`config.mk`:
```
export PLATFORM = sky130hd
export DESIGN_NAME = vx_hpdcache_rsp_reorder
export DESIGN_NICKNAME = d
export VERILOG_FILES = /design/src/rtl/vx_hpdcache_rsp_reorder.sv
export SDC_FILE = /design/constraint.sdc
export NUM_CORES = 1
export LEC_CHECK = 0
export CAP_MARGIN = 5
export CORE_ASPECT_RATIO = 0.75
export CORE_MARGIN = 2
export CORE_UTILIZATION = 60
export CTS_CLUSTER_DIAMETER = 30
export DETAILED_ROUTE_END_ITERATION = 8
export DONT_BUFFER_PORTS = 1
export PLACE_DENSITY = 0.8
export SETUP_SLACK_MARGIN = 0.2
export SLEW_MARGIN = 15
export SYNTH_ARGS = -nofsm -noshare
export SYNTH_HDL_FRONTEND = slang
export SYNTH_SLANG_ARGS = --single-unit
```
`constraint.sdc`:
```
create_clock -name clk -period 10.58 [get_ports clk]
set_clock_uncertainty 0.2 [all_clocks]
set_input_delay 2.116 -clock clk [delete_from_list [all_inputs] [get_ports clk]]
set_output_delay 2.116 -clock clk [all_outputs]
set_load 0.005 [all_outputs]
```
`src/rtl/vx_hpdcache_rsp_reorder.sv`:
```
// In-order response reorder buffer between core memory port and HPDCache adapter.
// Optional stall counter enabled by defining VX_RSP_REORDER_PERF_EN.
module vx_hpdcache_rsp_reorder #(
  parameter int DATA_WIDTH = 32,
  parameter int TAG_WIDTH  = 8,
  parameter int DEPTH      = 8
) (
  input  logic                     clk,
  input  logic                     reset_n,
  input  logic                     core_req_valid,
  input  logic                     core_req_rw,
  input  logic [TAG_WIDTH-1:0]     core_req_tag,
  output logic                     core_req_ready,
  output logic                     mem_req_valid,
  output logic [TAG_WIDTH-1:0]     mem_req_tag,
  input  logic                     mem_req_ready,
  input  logic                     mem_rsp_valid,
  input  logic [TAG_WIDTH-1:0]     mem_rsp_tag,
  input  logic [DATA_WIDTH-1:0]    mem_rsp_data,
  output logic                     mem_rsp_ready,
  output logic                     core_rsp_valid,
  output logic [DATA_WIDTH-1:0]    core_rsp_data,
  output logic [TAG_WIDTH-1:0]     core_rsp_tag,
  input  logic                     core_rsp_ready,
  input  logic                     drain_req,
  output logic                     drain_done,
  output logic [$clog2(DEPTH):0]   occupancy,
  output logic                     err_sticky,
  output logic [31:0]              perf_stall_cycles
);

  localparam int IW = $clog2(DEPTH);

  typedef enum logic [1:0] {
    ST_IDLE,
    ST_DRAIN,
    ST_DONE
  } state_e;

  state_e state_q, state_d;

  logic [IW-1:0]   head_q, head_d;
  logic [IW-1:0]   tail_q, tail_d;
  logic [IW:0]     occ_q, occ_d;
  logic [DEPTH-1:0] alloc_q, alloc_d;
  logic [DEPTH-1:0] done_q, done_d;
  logic            err_q, err_d;

  logic [DATA_WIDTH-1:0] data_q [DEPTH];
  logic [TAG_WIDTH-1:0]  ctag_q [DEPTH];

  logic          full;
  logic          accept_ok;
  logic          rd_fire;
  logic          retire;
  logic [IW-1:0] rsp_idx;
  logic          rsp_hi_bad;
  logic          rsp_ok;
  logic          rsp_bad;

  assign full      = (occ_q == (IW+1)'(DEPTH));
  assign accept_ok = (state_q == ST_IDLE) && (core_req_rw || !full);

  assign mem_req_valid  = core_req_valid && accept_ok;
  assign core_req_ready = mem_req_ready && accept_ok;
  assign mem_req_tag    = core_req_rw ? '0 : TAG_WIDTH'(tail_q);
  assign mem_rsp_ready  = 1'b1;

  assign rd_fire = core_req_valid && core_req_ready && !core_req_rw;

  assign rsp_idx    = mem_rsp_tag[IW-1:0];
  assign rsp_hi_bad = ((mem_rsp_tag >> IW) != '0);
  assign rsp_ok     = mem_rsp_valid && !rsp_hi_bad
                    && alloc_q[rsp_idx] && !done_q[rsp_idx];
  assign rsp_bad    = mem_rsp_valid && !rsp_ok;

  assign core_rsp_valid = alloc_q[head_q] && done_q[head_q];
  assign core_rsp_data  = data_q[head_q];
  assign core_rsp_tag   = ctag_q[head_q];
  assign retire         = core_rsp_valid && core_rsp_ready;

  assign drain_done = (state_q == ST_DONE);
  assign occupancy  = occ_q;
  assign err_sticky = err_q;

  always_comb begin
    alloc_d = alloc_q;
    done_d  = done_q;
    head_d  = head_q;
    tail_d  = tail_q;
    occ_d   = occ_q;
    err_d   = err_q | rsp_bad;
    if (retire) begin
      alloc_d[head_q] = 1'b0;
      done_d[head_q]  = 1'b0;
      head_d          = head_q + 1'b1;
    end
    if (rsp_ok) begin
      done_d[rsp_idx] = 1'b1;
    end
    // A full buffer blocks reads, so tail never lands on the retiring head
    if (rd_fire) begin
      alloc_d[tail_q] = 1'b1;
      done_d[tail_q]  = 1'b0;
      tail_d          = tail_q + 1'b1;
    end
    unique case ({rd_fire, retire})
      2'b10:   occ_d = occ_q + (IW+1)'(1);
      2'b01:   occ_d = occ_q - (IW+1)'(1);
      default: occ_d = occ_q;
    endcase
  end

  always_comb begin
    state_d = state_q;
    unique case (state_q)
      ST_IDLE:  if (drain_req) state_d = ST_DRAIN;
      ST_DRAIN: if (occ_q == '0) state_d = ST_DONE;
      ST_DONE:  state_d = ST_IDLE;
      default:  state_d = ST_IDLE;
    endcase
  end

  always_ff @(posedge clk or negedge reset_n) begin
    if (!reset_n) begin
      state_q <= ST_IDLE;
      head_q  <= '0;
      tail_q  <= '0;
      occ_q   <= '0;
      alloc_q <= '0;
      done_q  <= '0;
      err_q   <= 1'b0;
    end else begin
      state_q <= state_d;
      head_q  <= head_d;
      tail_q  <= tail_d;
      occ_q   <= occ_d;
      alloc_q <= alloc_d;
      done_q  <= done_d;
      err_q   <= err_d;
    end
  end

  // Payload storage carries no reset; validity lives in alloc/done
  always_ff @(posedge clk) begin
    if (rsp_ok) begin
      data_q[rsp_idx] <= mem_rsp_data;
    end
    if (rd_fire) begin
      ctag_q[tail_q] <= core_req_tag;
    end
  end

`ifdef VX_RSP_REORDER_PERF_EN
  logic [31:0] perf_q, perf_d;

  always_comb begin
    perf_d = perf_q;
    if (core_req_valid && !core_req_ready && (perf_q != '1)) begin
      perf_d = perf_q + 32'd1;
    end
  end

  always_ff @(posedge clk or negedge reset_n) begin
    if (!reset_n) begin
      perf_q <= '0;
    end else begin
      perf_q <= perf_d;
    end
  end

  assign perf_stall_cycles = perf_q;
`else
  assign perf_stall_cycles = '0;
`endif

endmodule

```
### Yosys cells after proc, flatten, opt, wreduce, memory -nomap -nowiden

Memories as Yosys holds them, arrays and structs flattened.
Cells that the tools add are included.

* $add $sub $neg: 4
* magnitude comparators: 6
* equal/unequal tests: 7
* mux-type cells: 28
* bitwise gates (word level): 8
* reductions and logical operators: 25

Operator list (count)
* 8-bit 2-to-1 mux: 5
* 8-bit bitwise AND: 3
* 8-bit inverter: 2
* 8-bit bitwise OR: 2
* 1-bit logical AND: 14
* 1-bit binary-select mux with 3-bit select: 4
* 3-bit by 4-bit < comparator with 1-bit output (second input constant): 3
* 1-bit 2-to-1 mux: 11
* 1-bit demux with 3-bit select: 3
* 3-bit by 1-bit greater-or-equal comparator with 1-bit output (second input constant): 3
* 4-bit case mux with 2 select lines: 1
* 8-bit nonzero test: 1
* 3-bit by 1-bit adder with 3-bit output (second input constant): 2
* 1-bit zero test: 5
* 4-bit by 1-bit adder with 4-bit output (second input constant): 1
* 2-bit by 1-bit == test with 1-bit output (second input constant): 2
* 2-bit == test (second input constant): 2
* 4-bit == test (second input constant): 1
* 4-bit zero test: 1
* 2-bit 2-to-1 mux: 2
* 2-bit != test (second input constant): 2
* 2-bit case mux with 2 select lines: 1
* 4-bit by 1-bit subtractor with 4-bit output (second input constant): 1
* 3-bit 2-to-1 mux: 1
* other kinds (5): 5

* register bits: 29
* memory bits (writable): 320
* bits of input ports: 56
* output and inout bits: 90
* logic and storage cells: 87
* memories kept: 2

Memory list
* data_q: depth 8, width 32, read ports 1, clocked after Yosys merged registers in 0, wr ports 1, RTL line 49 `logic [DATA_WIDTH-1:0] data_q [DEPTH];`
* ctag_q: depth 8, width 8, read ports 1, clocked after Yosys merged registers in 0, wr ports 1, RTL line 50 `logic [TAG_WIDTH-1:0] ctag_q [DEPTH];`

### Longest topological paths before layout

* depth after elaboration: 11
* gate-level depth with buffers: 14
* gate-level depth less buffers: 11

### Least setup slack after synthesis

OpenSTA, ideal clock, no wires.

* path type: input port to flip-flop
* from: in mem_rsp_tag[4]
* to: mem data_q[6][0], enable pin
* library setup time: 0.501 ns
* arrival time: 6.220 ns
* data required time: 9.879 ns
* setup slack: 3.658 ns
* cell stages on the path: 5
* buffers on the path: 1
* path through: nor4b_1 o211a_1 clkbuf_1 nand2_1 nor4_1

* cells in the longest elaborated chain, start to end: 7

RTL lines
* start, declared: RTL line 18 `input logic [TAG_WIDTH-1:0] mem_rsp_tag,`
* 8-bit nonzero test: RTL line 72 `assign rsp_hi_bad = ((mem_rsp_tag >> IW) != '0);`
* 1-bit zero test: RTL line 73 `assign rsp_ok = mem_rsp_valid && !rsp_hi_bad`
* 1-bit logical AND: RTL line 73
* 1-bit logical AND (2 in series): RTL line 74 `&& alloc_q[rsp_idx] && !done_q[rsp_idx];`
* 1-bit 2-to-1 mux: RTL line 146 `if (rsp_ok) begin`
* 1-bit 2-to-1 mux (implied by the code): RTL line 147 `data_q[rsp_idx] <= mem_rsp_data;`
* end, declared: RTL line 49

Every way passes these cells.

### Final worst setup path

* from: reg head_q[0]
* to: out core_rsp_tag[6]

* cells in the longest elaborated chain, start to end: 1

RTL lines
* start, declared: RTL line 42 `logic [IW-1:0] head_q, head_d;`
* start signal, assigned: RTL line 127 `head_q <= '0;`
* start signal, assigned: RTL line 135 `head_q <= head_d;`
* memory read 8 x 8 bit
* end, declared: RTL line 23 `output logic [TAG_WIDTH-1:0] core_rsp_tag,`

Every way passes these cells.

==> results.md <==
* Synth Area per Inst at about 17 sq um
* PD cells at roughly 210 nW/um^2
* Final Hold Viols at 0
* Fin crit share at 49.6%
* Post-synth EDFFs at 320
* Max Slew Vio Count at 0
* CTS tree: yes
* Syn Inst Count at 807
* Fmax at 0.190 GHz
* Port Buffers at 0
* Post-DP HPWL at 16.4 mm
* CTS sink count at 349
* Max cap viols at 0
* Die height at 134 um
* Worst Path Required at 8.26 ns
* Overall die width at 177 um
* Top Metal Used: met4
* Top cells by area, synth: edfxtp_1 (72%), a22oi_1 (8.9%), dfrtp_1 (5.4%), buf_4 (2.1%), nand4_1 (1.9%)
* Post-synthesis sequential area ratio at 77.0%
* Drt total wl at 30.6 mm
* Slew HR at 22.5%
* Root Buffer Master: clkbuf_16
* DR vias/cell at approximately 6.5
* Drt drc at 0
* Synth top area share at between 70% and 80%
* Clock slew at reported path FFs at approximately 0.050 ns
* Placed cell count at 1070
* Nature of the critical path endpoint: output pin
* CTS Buf Count at 45
* Layout area overhead at 14.1%
* Top_reg_cell synth: edfxtp_1
* Final Wtd Congestion at a little over 0.8
* Final Instance Count excl. Fillers at 1155
* Number of synthesis warnings at 0
* Crit start category: register
* Peak supply drop at 153 uV
* Pint at 2.54 mW
* Worst Path Max Fanout at 42
* Routed length on met2 at 14.9 mm
* Count leader, synth: edfxtp_1
* Grt total ovfl at 0
* Setup repair bufs after CTS at 0
* ANT nets after route at 0
* Layout Utilization at about 70%
* Clock Latency Late Sink at 0.54 ns
* CTS HTree Levels at 2
* All-layer global routing usage at 26.0%
* P_leak at 5.07 nW
* Sw Share at 19.4%
* Outcome: finished clean
* Fillers at roughly 1400
* Fin crit period at 5.25 ns
* Wire length per cell at 26.5 um
* Net switching power at 0.614 mW
* Total power draw at approximately 3.2 mW
* Antenna cells at 0
* # hold bufs at CTS at 0
* Post-cts resize count at 0
* Largest net degree at the start of global routing at 43
* Full die area at 23600 sq um
* Ratio of cells with drive above 1 in the final layout at 14.6%
* Flop pwr share at between 40% and 50%
* Slew @ Worst Pin at 1.16 ns
* Initial drt markers at 940
* Vias at approximately 7500
* Worst hold-check path type: reg2reg
* WL met1 at about 11 mm
* Core area at 22000 sq um
* Worst EP arrival at 2.94 ns
* Seq cells post-synth at 349
* Clock Tree Buf Depth at 3
* # IOs at 146
* Vias in the first global route at between 7000 and 8000
* Metal3 WL at 3.80 mm
* Setup TNS at 0 ns
* Synth Cell Area at ~13000 sq um
* Synth unique cells at 50
* Nets at 885
* Hold Slack at 0.270 ns
* 1st-pass router iterations at 5
* Initial antenna violation count at 0
* Leading area contributor after synthesis: edfxtp_1
* Combinational power share at 1.2%
* Num rows at 47
* Async set-reset flop share out of synthesis at 8.31%
* Global-route wire length before repair at 44.9 mm
* Post-synth top cells: edfxtp_1 (320), a22oi_1 (160), clkbuf_1 (42)
* RSZ-0062 raised after global routing: no
* Class of the most critical setup path: reg2out
* Initial Util at 61.1%
* Clock Power Share at about half
* Final setup fails at 0
-- path summary, 6_finish.rpt --
kind | cells past startpoint | startpoint | slack [ns] | to
hold reg to reg | 1 | state_q[1] | 0.27 | state_q[0]
min in group asynchronous | 0 | reset_n | 1.08 | done_q[3]
max in group asynchronous | 0 | reset_n | 9.02 | alloc_q[4]
hold / removal | 1 | state_q[1] | 0.27 | state_q[0]
setup reg to reg | 10 | head_q[0] | 6.79 | occupancy[2]
setup / recovery | 3 | head_q[0] | 5.33 | core_rsp_tag[6]
-- cell families after synthesis --
group / Yosys count / synth area share, %
simple gates: 121 / 5.09
mux: 8 / 0.848
xor+xnor: 9 / 0.587
fa+ha+maj: 5 / 0.466
other cells: 2 / 0.0559
compound gates: 214 / 12.0
buf+inv: 99 / 4.02
flops: 349 / 77.0
-- per-layer routing --
| layer | global-route usage [%] | vias to the layer above |
|---|---|---|
| met5 | 0 | - |
| met4 | 9.64 | 0 |
| met3 | 8.93 | 61 |
| met2 | 41.4 | 449 |
| met1 | 33.6 | 3767 |
| li1 | - | 3271 |
-- critical path, cell delays in order (launching register included) --
cell and delay (ns):
dfrtp_1 0.80, and3_2 1.12, a22oi_1 0.20, nand4_1 0.26
-- flip-flops by register name, indices dropped and copies added (netlist names) --
name        count
occupancy       4
alloc_q         8
tail_q          3
data_q        256
state_q         2
err_sticky      1
head_q          3
ctag_q         64
done_q          8
-- cell usage in the layout, fill, tap and decap left out, types with 6 or more instances in the layout --
cell type,synthesis,routed
a41oi_1,8,8
a21oi_1,11,11
nor2b_1,10,10
nand2b_1,6,6
clkinv_2,0,7
nor2_1,16,13
nor3_2,0,7
bufinv_16,0,8
a211oi_1,12,12
nand2_1,16,16
nand4_1,41,41
buf_4,38,19
edfxtp_1,320,320
a22oi_1,160,160
clkbuf_16,0,47
inv_1,11,11
a31oi_1,8,8
dfrtp_1,29,29
conb_1,2,38
-- stage by stage --
stage | worst slack (ns) | area (sq um)
floorplan | 3.66 | 13600
finish | 5.33 | 15300
detailed placement | 5.55 | 13700
CTS | 5.33 | 15300
global placement | 5.57 | 13700
global route | 5.15 | 15300
-- power groups by stage --
stage	Combinational, mW	Clock [mW]	Sequential [mW]
3_5_place_dp	0.0370	0	1.54
3_3_place_gp	0.0361	0	1.54
2_1_floorplan	0.0389	0	1.54
4_1_cts	0.0371	1.62	1.51
5_1_grt	0.0413	1.68	1.51
6_report	0.0378	1.61	1.51
-- area by class of cell --
type	instances	area [sq um]	area share (%)
inverters	13	48.8	0.318
multi-input cells	395	2770	18.1
repair buffers	20	163	1.06
clock buffers	49	1180	7.72
well taps	294	368	2.40
flip-flops and latches	349	10300	67.4
clock inverters	35	453	2.96
Note: power is estimated with default switching activity, not from simulation.
